===== config.mk =====
export PLATFORM = sky130hd
export DESIGN_NAME = imm_extend_pipe_flat
export DESIGN_NICKNAME = d
export VERILOG_FILES = /design/src/rtl/imm_extend_pipe_if.sv /design/src/rtl/imm_extend_pipe.sv /design/src/flat_wrapper.sv
export SDC_FILE = /design/constraint.sdc
export NUM_CORES = 1
export LEC_CHECK = 0
export ABC_AREA = 1
export CORE_ASPECT_RATIO = 0.75
export CORE_MARGIN = 2
export CORE_UTILIZATION = 48
export DETAILED_ROUTE_END_ITERATION = 10
export GPL_TIMING_DRIVEN = 1
export PLACE_DENSITY = 0.74
export REMOVE_ABC_BUFFERS = 1
export SLEW_MARGIN = 20
export SYNTH_ARGS = -nofsm -noshare
export SYNTH_HDL_FRONTEND = slang
export SYNTH_SLANG_ARGS = --single-unit
export TNS_END_PERCENT = 10

===== constraint.sdc =====
create_clock -name clk -period 2.33 [get_ports clk]
set_input_delay 0.3495 -clock clk [delete_from_list [all_inputs] [get_ports clk]]
set_output_delay 0.3495 -clock clk [all_outputs]
set_load 0.02 [all_outputs]

===== src/rtl/imm_extend_pipe_if.sv =====
// Handshake bundle for imm_extend_pipe: producer-side accept and consumer-side pop.
// The master modport is the side that offers immediates and consumes results.
interface imm_extend_pipe_if #(
  parameter int IN_W  = 16,
  parameter int OUT_W = 32,
  parameter int TAG_W = 5
) ();
  logic             in_valid;
  logic             in_ready;
  logic [IN_W-1:0]  in_imm;
  logic [1:0]       in_mode;
  logic [TAG_W-1:0] in_tag;
  logic             out_valid;
  logic             out_ready;
  logic [OUT_W-1:0] out_data;
  logic [TAG_W-1:0] out_tag;
  logic             out_neg;

  modport master (
    output in_valid, in_imm, in_mode, in_tag, out_ready,
    input  in_ready, out_valid, out_data, out_tag, out_neg
  );

  modport slave (
    input  in_valid, in_imm, in_mode, in_tag, out_ready,
    output in_ready, out_valid, out_data, out_tag, out_neg
  );
endinterface


===== src/rtl/imm_extend_pipe.sv =====
// Immediate extender with a 2-entry result buffer. Extension happens on accept,
// so the buffer holds finished results and the outputs come straight from the head entry.
module imm_extend_pipe #(
  parameter int IN_W  = 16,
  parameter int OUT_W = 32,
  parameter int TAG_W = 5
) (
  input logic              clk,
  input logic              rst,
  imm_extend_pipe_if.slave p
);

  typedef enum logic [1:0] {
    EMPTY = 2'd0,
    ONE   = 2'd1,
    FULL  = 2'd2
  } occ_e;

  occ_e             state_r;
  occ_e             state_nxt_s;
  logic             accept_s;
  logic             pop_s;
  logic [OUT_W-1:0] ext_s;
  logic [OUT_W-1:0] head_data_r;
  logic [TAG_W-1:0] head_tag_r;
  logic [OUT_W-1:0] tail_data_r;
  logic [TAG_W-1:0] tail_tag_r;

  function automatic logic [OUT_W-1:0] extend(input logic [IN_W-1:0] imm, input logic [1:0] mode);
    logic [OUT_W-1:0] sext;
    sext = {{(OUT_W-IN_W){imm[IN_W-1]}}, imm};
    case (mode)
      2'b00:   extend = sext;
      2'b01:   extend = {{(OUT_W-IN_W){1'b0}}, imm};
      2'b10:   extend = {imm, {(OUT_W-IN_W){1'b0}}};
      2'b11:   extend = sext << 2'd2;
      default: extend = sext;
    endcase
  endfunction

  // in_ready comes only from the state flop (and reset), never from out_ready
  assign p.in_ready  = (state_r != FULL) && !rst;
  assign p.out_valid = (state_r != EMPTY);
  assign p.out_data  = head_data_r;
  assign p.out_tag   = head_tag_r;
  assign p.out_neg   = head_data_r[OUT_W-1];

  assign accept_s = p.in_valid && p.in_ready;
  assign pop_s    = p.out_valid && p.out_ready;
  assign ext_s    = extend(p.in_imm, p.in_mode);

  // Occupancy state register
  always_ff @(posedge clk or posedge rst) begin
    if (rst) begin
      state_r <= EMPTY;
    end else begin
      state_r <= state_nxt_s;
    end
  end

  // Occupancy next-state: accept counts up, pop counts down, both cancel
  always_comb begin
    state_nxt_s = state_r;
    case (state_r)
      EMPTY: begin
        if (accept_s) state_nxt_s = ONE;
        else          state_nxt_s = EMPTY;
      end
      ONE: begin
        if (accept_s && !pop_s)      state_nxt_s = FULL;
        else if (!accept_s && pop_s) state_nxt_s = EMPTY;
        else                         state_nxt_s = ONE;
      end
      FULL: begin
        if (pop_s) state_nxt_s = ONE;
        else       state_nxt_s = FULL;
      end
      default: state_nxt_s = EMPTY;
    endcase
  end

  // Entry storage: head is always slot 0; a pop from FULL shifts the tail forward
  always_ff @(posedge clk or posedge rst) begin
    if (rst) begin
      head_data_r <= {OUT_W{1'b0}};
      head_tag_r  <= {TAG_W{1'b0}};
      tail_data_r <= {OUT_W{1'b0}};
      tail_tag_r  <= {TAG_W{1'b0}};
    end else begin
      case (state_r)
        EMPTY: begin
          if (accept_s) begin
            head_data_r <= ext_s;
            head_tag_r  <= p.in_tag;
          end
        end
        ONE: begin
          if (accept_s && pop_s) begin
            head_data_r <= ext_s;
            head_tag_r  <= p.in_tag;
          end else if (accept_s) begin
            tail_data_r <= ext_s;
            tail_tag_r  <= p.in_tag;
          end
        end
        FULL: begin
          if (pop_s) begin
            head_data_r <= tail_data_r;
            head_tag_r  <= tail_tag_r;
          end
        end
        default: begin
          head_data_r <= {OUT_W{1'b0}};
          head_tag_r  <= {TAG_W{1'b0}};
        end
      endcase
    end
  end

endmodule


===== src/flat_wrapper.sv =====
// flat-port wrapper written by rule: the top's interface ports become plain ports
module imm_extend_pipe_flat 
#(
  parameter int IN_W  = 16,
  parameter int OUT_W = 32,
  parameter int TAG_W = 5
)
  (clk, rst, p_in_valid, p_in_imm, p_in_mode, p_in_tag, p_out_ready, p_in_ready, p_out_valid, p_out_data, p_out_tag, p_out_neg);
  imm_extend_pipe_if #(.IN_W(IN_W), .OUT_W(OUT_W), .TAG_W(TAG_W)) p_i ();
  input logic clk;
  input logic rst;
  input wire logic [$bits(p_i.in_valid)-1:0] p_in_valid;
  input wire logic [$bits(p_i.in_imm)-1:0] p_in_imm;
  input wire logic [$bits(p_i.in_mode)-1:0] p_in_mode;
  input wire logic [$bits(p_i.in_tag)-1:0] p_in_tag;
  input wire logic [$bits(p_i.out_ready)-1:0] p_out_ready;
  output wire logic [$bits(p_i.in_ready)-1:0] p_in_ready;
  output wire logic [$bits(p_i.out_valid)-1:0] p_out_valid;
  output wire logic [$bits(p_i.out_data)-1:0] p_out_data;
  output wire logic [$bits(p_i.out_tag)-1:0] p_out_tag;
  output wire logic [$bits(p_i.out_neg)-1:0] p_out_neg;
  assign p_i.in_valid = p_in_valid;
  assign p_i.in_imm = p_in_imm;
  assign p_i.in_mode = p_in_mode;
  assign p_i.in_tag = p_in_tag;
  assign p_i.out_ready = p_out_ready;
  assign p_in_ready = p_i.in_ready;
  assign p_out_valid = p_i.out_valid;
  assign p_out_data = p_i.out_data;
  assign p_out_tag = p_i.out_tag;
  assign p_out_neg = p_i.out_neg;
  imm_extend_pipe #(.IN_W(IN_W), .OUT_W(OUT_W), .TAG_W(TAG_W)) u_core (.clk(clk), .rst(rst), .p(p_i));
endmodule

==> results of run 1 <==
[area by class of cell]
type	count	area, sq um
fillers	723	3180
clock inverters	6	65.1
repair buffers	75	741
clock buffers	10	128
well taps	105	131
flip-flops and latches	76	1900
inverters	22	85.1
multi-input cells	396	1760
[synthesized netlist by cell type, drive strengths merged]
library cell,instances
o21ai,59
xor2,1
buf,29
a21oi,2
nand2,282
nor2,7
clkbuf,5
dfrtp,76
inv,22
nand3,45
[routing by layer]
metal | track usage (%) | part of all wire (%)
met1 | 34.5 | 46
met2 | 37.0 | 47
met3 | 4.79 | 5.4
met4 | 7.48 | 1.6
met5 | 0 | 0
[flip-flops by register name, indices dropped and copies added, names as in the netlist]
signal and cells:
u_core.p.out_data 32, u_core.state_r 2, u_core.p.out_tag 5, u_core.tail_data_r 32, u_core.tail_tag_r 5
[cell usage in the layout, fill, tap and decap left out, types with 2 or more instances in the layout]
cell type | Yosys | layout
buf_4 | 8 | 8
nand2_2 | 31 | 31
clkbuf_8 | 0 | 9
nand2_1 | 248 | 248
dfrtp_1 | 76 | 76
nor2_1 | 5 | 5
clkdlybuf4s50_1 | 0 | 66
a21oi_1 | 2 | 2
inv_1 | 20 | 19
nand3_1 | 44 | 44
clkinv_4 | 0 | 2
clkinv_2 | 0 | 2
o21ai_0 | 58 | 58
nand2_4 | 3 | 3
inv_2 | 1 | 2
[through the flow]
stage	instances	utilization, %	setup WS [ns]	cell area, sq um
5_1_grt	690	60.2	0.0829	4810
2_1_floorplan	494	-	-1.21	3740
3_3_place_gp	674	57.8	0.174	4610
4_1_cts	690	60.2	0.166	4810
6_report	690	60.2	0.189	4810
3_5_place_dp	674	57.8	0.134	4610
[power by group through the flow]
stage | Sequential, W | Clock [W] | Combinational, W
6_report | 0.00224 | 0.00100 | 0.00209
5_1_grt | 0.00230 | 0.00108 | 0.00232
4_1_cts | 0.00223 | 0.00103 | 0.00212
3_5_place_dp | 0.00225 | 0 | 0.00211
3_3_place_gp | 0.00223 | 0 | 0.00206
2_1_floorplan | 0.00255 | 0 | 0.000829
[cells by family after synthesis]
kind of cell | Yosys count
AOI/OAI and AO/OA | 61
xor gates and xnor gates | 1
buffers and inverters | 56
DFF | 76
and+or+nand+nor | 334
[path summary, 6_finish.rpt]
path	start	endpoint	slack (ns)
worst min register to register	u_core.p.out_tag[1]	u_core.p.out_tag[1]	0.48
max in group asynchronous	rst	u_core.tail_data_r[21]	1.45
worst max-delay path	u_core.state_r[1]	p_in_ready	0.19
worst max register to register	u_core.state_r[1]	u_core.tail_data_r[1]	0.49
min in group asynchronous	rst	u_core.p.out_data[10]	0.55
worst min-delay path	u_core.p.out_tag[1]	u_core.p.out_tag[1]	0.48
[worst reg2reg max path: cells and delay by family, from the launching register on]
family / cells / cell delay (ns)
flops: 1 / 0.46
buf+inv: 1 / 0.26
simple gates: 4 / 0.94
compound gates: 1 / 0.11
==> out/metrics.cfg, run 1 <==
[floorplanning]
io_pins=67
die-area_sq_um=9080
core-area_sq_um=7990
dieHeight_um=83.0
die_w_um=109
initial_core_util_pct=50.0
core.rowCount=28

[run_status]
outcome=finished, final reports clean

[yosys]
synth.avg_cell_area_sq_um=7.57
ys_warn_count=0
synth_compound_area_share_pct=7.64
synthXorXnorAreaFrac_pct=0.219
synth_top_area_share_pct=47.6
yosysSeqAreaShare_pct=47.6
yosysUniqueCellTypes=23
yosysTopAreaCell=dfrtp_1
synth_cells=528
mappedNetlistArea_sq_um=4000
ys_seq_elements=76
synthAdderAreaFrac_pct=0
synth_top_family_by_area=simple AND/OR/NAND/NOR gates
synth-simple-area-share_pct=36.1
synthMuxAreaShare_pct=0
synth.area.top_cells=dfrtp_1, nand2_1, o21ai_0, nand3_1, nand2_2

[power]
power_frac_clock_pct=18.8
pwr-share-seq_pct=41.9
peakVddDrop_uv=670
finalPower_w=0.00533
p_sw_share_pct=38.4
power_density_nw_per_um2=1110
intPower_w=0.00329
p_comb_share_pct=39.3
switchingPower_w=0.00204
p_leak_nw=2.49

[setup_path]
crit_cells=4
crit_path_end_kind=output port
reg2reg_depth=6
cp_slowest_cell=clkdlybuf4s50_1
start_kind=flip-flop
arrival_ns=1.79
critical_path_class=reg -> out
crit_chain=nand2_4, inv_1, nor2_1, clkdlybuf4s50_1
required_ns=1.98
path_max_fanout=10
crit_family=buffers and inverters
crit_buf_inv=2
cpPeakStageDelay_ns=0.60

[final_layout]
syn_to_final_growth_pct=20.3
final_layout_size_suffix_gt1_share_pct=10.9
diodes=0
nets=607

[cts]
hold_buffers=0
clock-sinks=76
cts_setup_buffers=0
clk_pin_slew_worst_paths_ns=0.08
clock_path_buffers=2
numCtsBuffers=9
cts_tree=yes
h-tree-depth=3
cts_resized=0
clock_latency_ns=0.36
clockRootBuffer=clkbuf_8

[sta]
clock.fmax_mhz=467
fin_crit_sh_pct=91.9
fin_skew_ns=0.00539
finalHoldViolCount=0
rsz0062_at_grt=no
fin_setup_tns_ns=0
hold_slack_ns=0.481
slew_violations=0
fin_crit_ns=2.14
report.final.setup_viol=0
slew_headroom_pct=60.1
worst_slew_pin_slew_ns=0.599

[drt]
vias=3596
wl_per_cell_um=14.7
totalWireLength_um=10100
drc_errors=0
antenna_left=0
dr.first_iter.drc_count=288
via_per_inst=5.21
drtPass1Iterations=4

[placed_design]
io_buffer_count=66
gp_congestion=0.873
dp_hpwl_um=6540

[run]
drv_cap=0

[min_path]
hold_path.class=reg -> reg
holdPathStages=2

[global_routing]
grt_overflow=0
grt.total_usage_pct=24.2
grt_antenna_before_repair=0
first_global_vias=3598
grt_pass1_wl_um=17400
grt_max_degree=77

Note: power is estimated with default switching activity, not from simulation.
==> run 2, diff against run 1 <==
- CORE_UTILIZATION: 48 -> 35
- PLACE_DENSITY: 0.74 -> 0.58
==> out/metrics.cfg, run 2 (synthesized netlist as in run 1, its figures left out) <==
[setup_path]
start_kind=flip-flop
reg2reg_depth=7
critical_path_class=reg -> out
crit_path_end_kind=output port
crit_cells=4
cp_slowest_cell=clkdlybuf4s50_1
path_max_fanout=10
crit_chain=nand2_4, inv_1, nor2_1, clkdlybuf4s50_1
cpPeakStageDelay_ns=0.61
crit_family=buffers and inverters
required_ns=1.98
crit_buf_inv=2
arrival_ns=1.82

[global_routing]
grt_max_degree=77
grt.total_usage_pct=18.5
grt_pass1_wl_um=17400
first_global_vias=3317
grt_antenna_before_repair=0
grt_overflow=0

[sta]
fin_crit_ns=2.17
report.final.setup_viol=0
fin_crit_sh_pct=93.0
fin_setup_tns_ns=0
worst_slew_pin_slew_ns=0.605
rsz0062_at_grt=no
fin_skew_ns=0.00445
clock.fmax_mhz=461
finalHoldViolCount=0
slew_violations=0
slew_headroom_pct=59.6

[drt]
via_per_inst=4.78
vias=3469
dr.first_iter.drc_count=288
drtPass1Iterations=4
antenna_left=0
drc_errors=0
wl_per_cell_um=14.5
totalWireLength_um=10500

[cts]
h-tree-depth=3
cts_tree=yes
cts_resized=0
clock_path_buffers=2
clock_latency_ns=0.34
clk_pin_slew_worst_paths_ns=0.06
numCtsBuffers=9
clockRootBuffer=clkbuf_16
cts_setup_buffers=0
hold_buffers=0
clock-sinks=76

[floorplanning]
dieHeight_um=96.6
core-area_sq_um=11000
die_w_um=127
initial_core_util_pct=36.3
die-area_sq_um=12300
core.rowCount=33
io_pins=67

[final_layout]
final_common_cell=nand2_1
diodes=0
stdcell_area_sq_um=4980
syn_to_final_growth_pct=24.7
nets=609
mostFrequentLayoutCells=nand2_1, dfrtp_1, clkdlybuf4s50_1, o21ai_0, nand3_1
final_layout_size_suffix_gt1_share_pct=10.8
fin_cells=726
final_util_pct=45.2

[placed_design]
dp_cells=711
gp_congestion=0.901
dp_hpwl_um=6780
dpl_cell_area_sq_um=4700
io_buffer_count=66

[min_path]
holdPathStages=2
hold_path.class=reg -> reg

[power]
p_leak_nw=2.56
power_density_nw_per_um2=1150
finalPower_w=0.00572
peakVddDrop_uv=473

[run_status]
outcome=finished, final reports clean

[run]
drv_cap=0

[run 2: layout make-up]
cell class	instances	area, sq um
fillers	1092	6040
flip-flops and latches	76	1900
multi-input cells	396	1760
repair buffers	77	781
clock buffers	13	250
well taps	140	175
inverters	22	86.3
clock inverters	2	35.0
[run 2: layer usage]
layer	GRT usage (%)	vias to the layer above	wire length, um
li1	-	1757	-
met1	26.3	1598	5080
met2	27.9	99	4580
met3	4.57	15	694
met4	5.59	0	145
met5	0	-	0
[run 2: through the flow]
stage	setup slack (ns)	hold slack (ns)
5_1_grt	0.0761	0.500
6_report	0.162	0.478
2_1_floorplan	-1.21	0.451
4_1_cts	0.169	0.482
3_5_place_dp	0.119	0.466
3_3_place_gp	0.109	0.464
[run 2: report_power, final]
group	internal, W	switching (W)
clock	0.000852	0.000522
sequential	0.00190	0.000333
combinational	0.000911	0.00120
total	0.00366	0.00206
[run 2: path summary, 6_finish.rpt]
check / from / end / slack [ns]
worst max-delay path: u_core.state_r[1] / p_in_ready / 0.16
max in group asynchronous: rst / u_core.tail_data_r[13] / 1.45
worst min register to register: u_core.p.out_tag[3] / u_core.p.out_tag[3] / 0.48
worst min-delay path: u_core.p.out_tag[3] / u_core.p.out_tag[3] / 0.48
worst max register to register: u_core.state_r[1] / u_core.p.out_data[10] / 0.56
min in group asynchronous: rst / u_core.p.out_data[13] / 0.51
[run 2: tightest hold or removal path, cell delays in order, from the launching register on]
cell and delay, ns:
dfrtp_1 0.34, nand2_1 0.05, nand2_1 0.05
==> run 3, diff against run 2 <==
--- a/constraint.sdc
+++ b/constraint.sdc
@@ -3,2 +3,2 @@
 set_output_delay 0.3495 -clock clk [all_outputs]
-set_load 0.02 [all_outputs]
+set_load 0.005 [all_outputs]
==> out/metrics.cfg, run 3 (synthesized netlist as in run 1, its figures left out) <==
[cts]
cts_setup_buffers=0
clock_path_buffers=2
cts_tree=yes
hold_buffers=0
clockRootBuffer=clkbuf_16
numCtsBuffers=9
clock_latency_ns=0.33
cts_resized=0
clk_pin_slew_worst_paths_ns=0.06
clock-sinks=76
h-tree-depth=3

[sta]
fin_crit_ns=2.05
rsz0062_at_grt=no
slew_violations=0
hold_slack_ns=0.477
fin_crit_sh_pct=87.9
report.final.setup_viol=0
worst_slew_pin_slew_ns=0.628
clock.fmax_mhz=488
layout_setup_ws_ns=0.281
slew_headroom_pct=58.1
finalHoldViolCount=0
fin_skew_ns=0.00543

[run_status]
outcome=finished, final reports clean

[power]
p_leak_nw=2.56
peakVddDrop_uv=341
power_density_nw_per_um2=1070

[placed_design]
gp_congestion=0.813
pre_cts_slack_ns=0.226
dp_hpwl_um=6930
io_buffer_count=66

[setup_path]
r2r-end=u_core.tail_data_r[1]
ff2ff_setup_slack_ns=0.49
start_kind=flip-flop
required_ns=1.98
cpPeakStageDelay_ns=0.50
critical_path_class=reg -> out
reg2reg_from=u_core.state_r[1]
crit_chain=nand2_4, inv_1, nor2_1, clkdlybuf4s50_1
crit_path_end_kind=output port
reg2reg_depth=6
cp_slowest_cell=clkdlybuf4s50_1
path_max_fanout=10
arrival_ns=1.70

[floorplanning]
initial_core_util_pct=36.3
core-area_sq_um=11000
die_w_um=127
dieHeight_um=96.6
io_pins=67
core.rowCount=33
die-area_sq_um=12300

[global_routing]
grt.total_usage_pct=17.9
grt_overflow=0
grt_pass1_wl_um=16900
grt_antenna_before_repair=0
grt_max_degree=77
first_global_vias=3214

[final_layout]
diodes=0
final_layout_size_suffix_gt1_share_pct=11.3
syn_to_final_growth_pct=24.5
mostFrequentLayoutCells=nand2_1, dfrtp_1, clkdlybuf4s50_1, o21ai_0, nand3_1
final_common_cell=nand2_1
nets=608

[drt]
antenna_left=0
via_per_inst=4.81
dr.first_iter.drc_count=276
vias=3492
wl_per_cell_um=14.3
drtPass1Iterations=5
totalWireLength_um=10400
drc_errors=0

[run]
drv_cap=0

[min_path]
holdPathStages=2
holdPathEnd=u_core.p.out_data[0]
hold_start=u_core.p.out_data[0]
hold_path.class=reg -> reg

==> run 3: cell count changes in the layout (fill, tap and decap cells not counted), sizes merged <==
cell / before / now
buf: 11 / 10
bufinv: 1 / 0
clkinv: 2 / 4
==> run 3: power breakdown <==
| part | total, W | internal (W) | switching, W |
|---|---|---|---|
| combinational | 0.00175 | 0.000898 | 0.000855 |
| sequential | 0.00223 | 0.00190 | 0.000334 |
| clock | 0.00136 | 0.000835 | 0.000528 |
==> run 3: worst max-delay path: cells and delay by family, from the launching register on <==
| kind | cells | cell delay [ns] |
|---|---|---|
| DFF | 1 | 0.47 |
| and+or+nand+nor | 2 | 0.30 |
| buffers and inverters | 2 | 0.59 |
==> run 3: worst max-delay path by stage <==
stage                      startpoint  cells after the start  slack (ns)               endpoint
floorplan                         rst                      7       -1.21  u_core.p.out_data[16]
global placement           p_in_valid                      5        0.25   u_core.tail_tag_r[3]
detailed placement         p_in_valid                      6        0.23  u_core.tail_data_r[1]
CTS                 u_core.state_r[1]                      4        0.26             p_in_ready
global route        u_core.state_r[1]                      4        0.16             p_in_ready
finish              u_core.state_r[1]                      4        0.28             p_in_ready
==> run 3: routing by layer <==
layer	wire [um]	GRT usage [%]	vias up	part of all wire (%)
li1	-	-	1758	-
met3	490	3.91	10	4.7
met1	5220	25.5	1646	50
met2	4600	27.7	78	44
met4	111	5.13	0	1.1
met5	0	0	-	0
==> run 3: area by class of cell <==
| type | instances | area [sq um] |
|---|---|---|
| Sequential cell | 76 | 1900 |
| Fill cell | 1097 | 6050 |
| Clock buffer | 13 | 280 |
| Multi-Input combinational cell | 396 | 1760 |
| Timing Repair Buffer | 76 | 761 |
| Inverter | 22 | 86.3 |
| Tap cell | 140 | 175 |
| Clock inverter | 3 | 18.8 |
==> run 3: metrics by stage <==
step | TNS (ns) | instance area (sq um) | total power, W | utilization, % | cells
3_3_place_gp | 0 | 4680 | 0.00398 | 42.4 | 710
2_1_floorplan | -82.42 | 3740 | 0.00304 | - | 494
4_1_cts | 0 | 4980 | 0.00542 | 45.2 | 726
3_5_place_dp | 0 | 4680 | 0.00402 | 42.4 | 710
6_report | 0 | 4980 | 0.00535 | 45.2 | 726
5_1_grt | 0 | 4980 | 0.00574 | 45.2 | 726
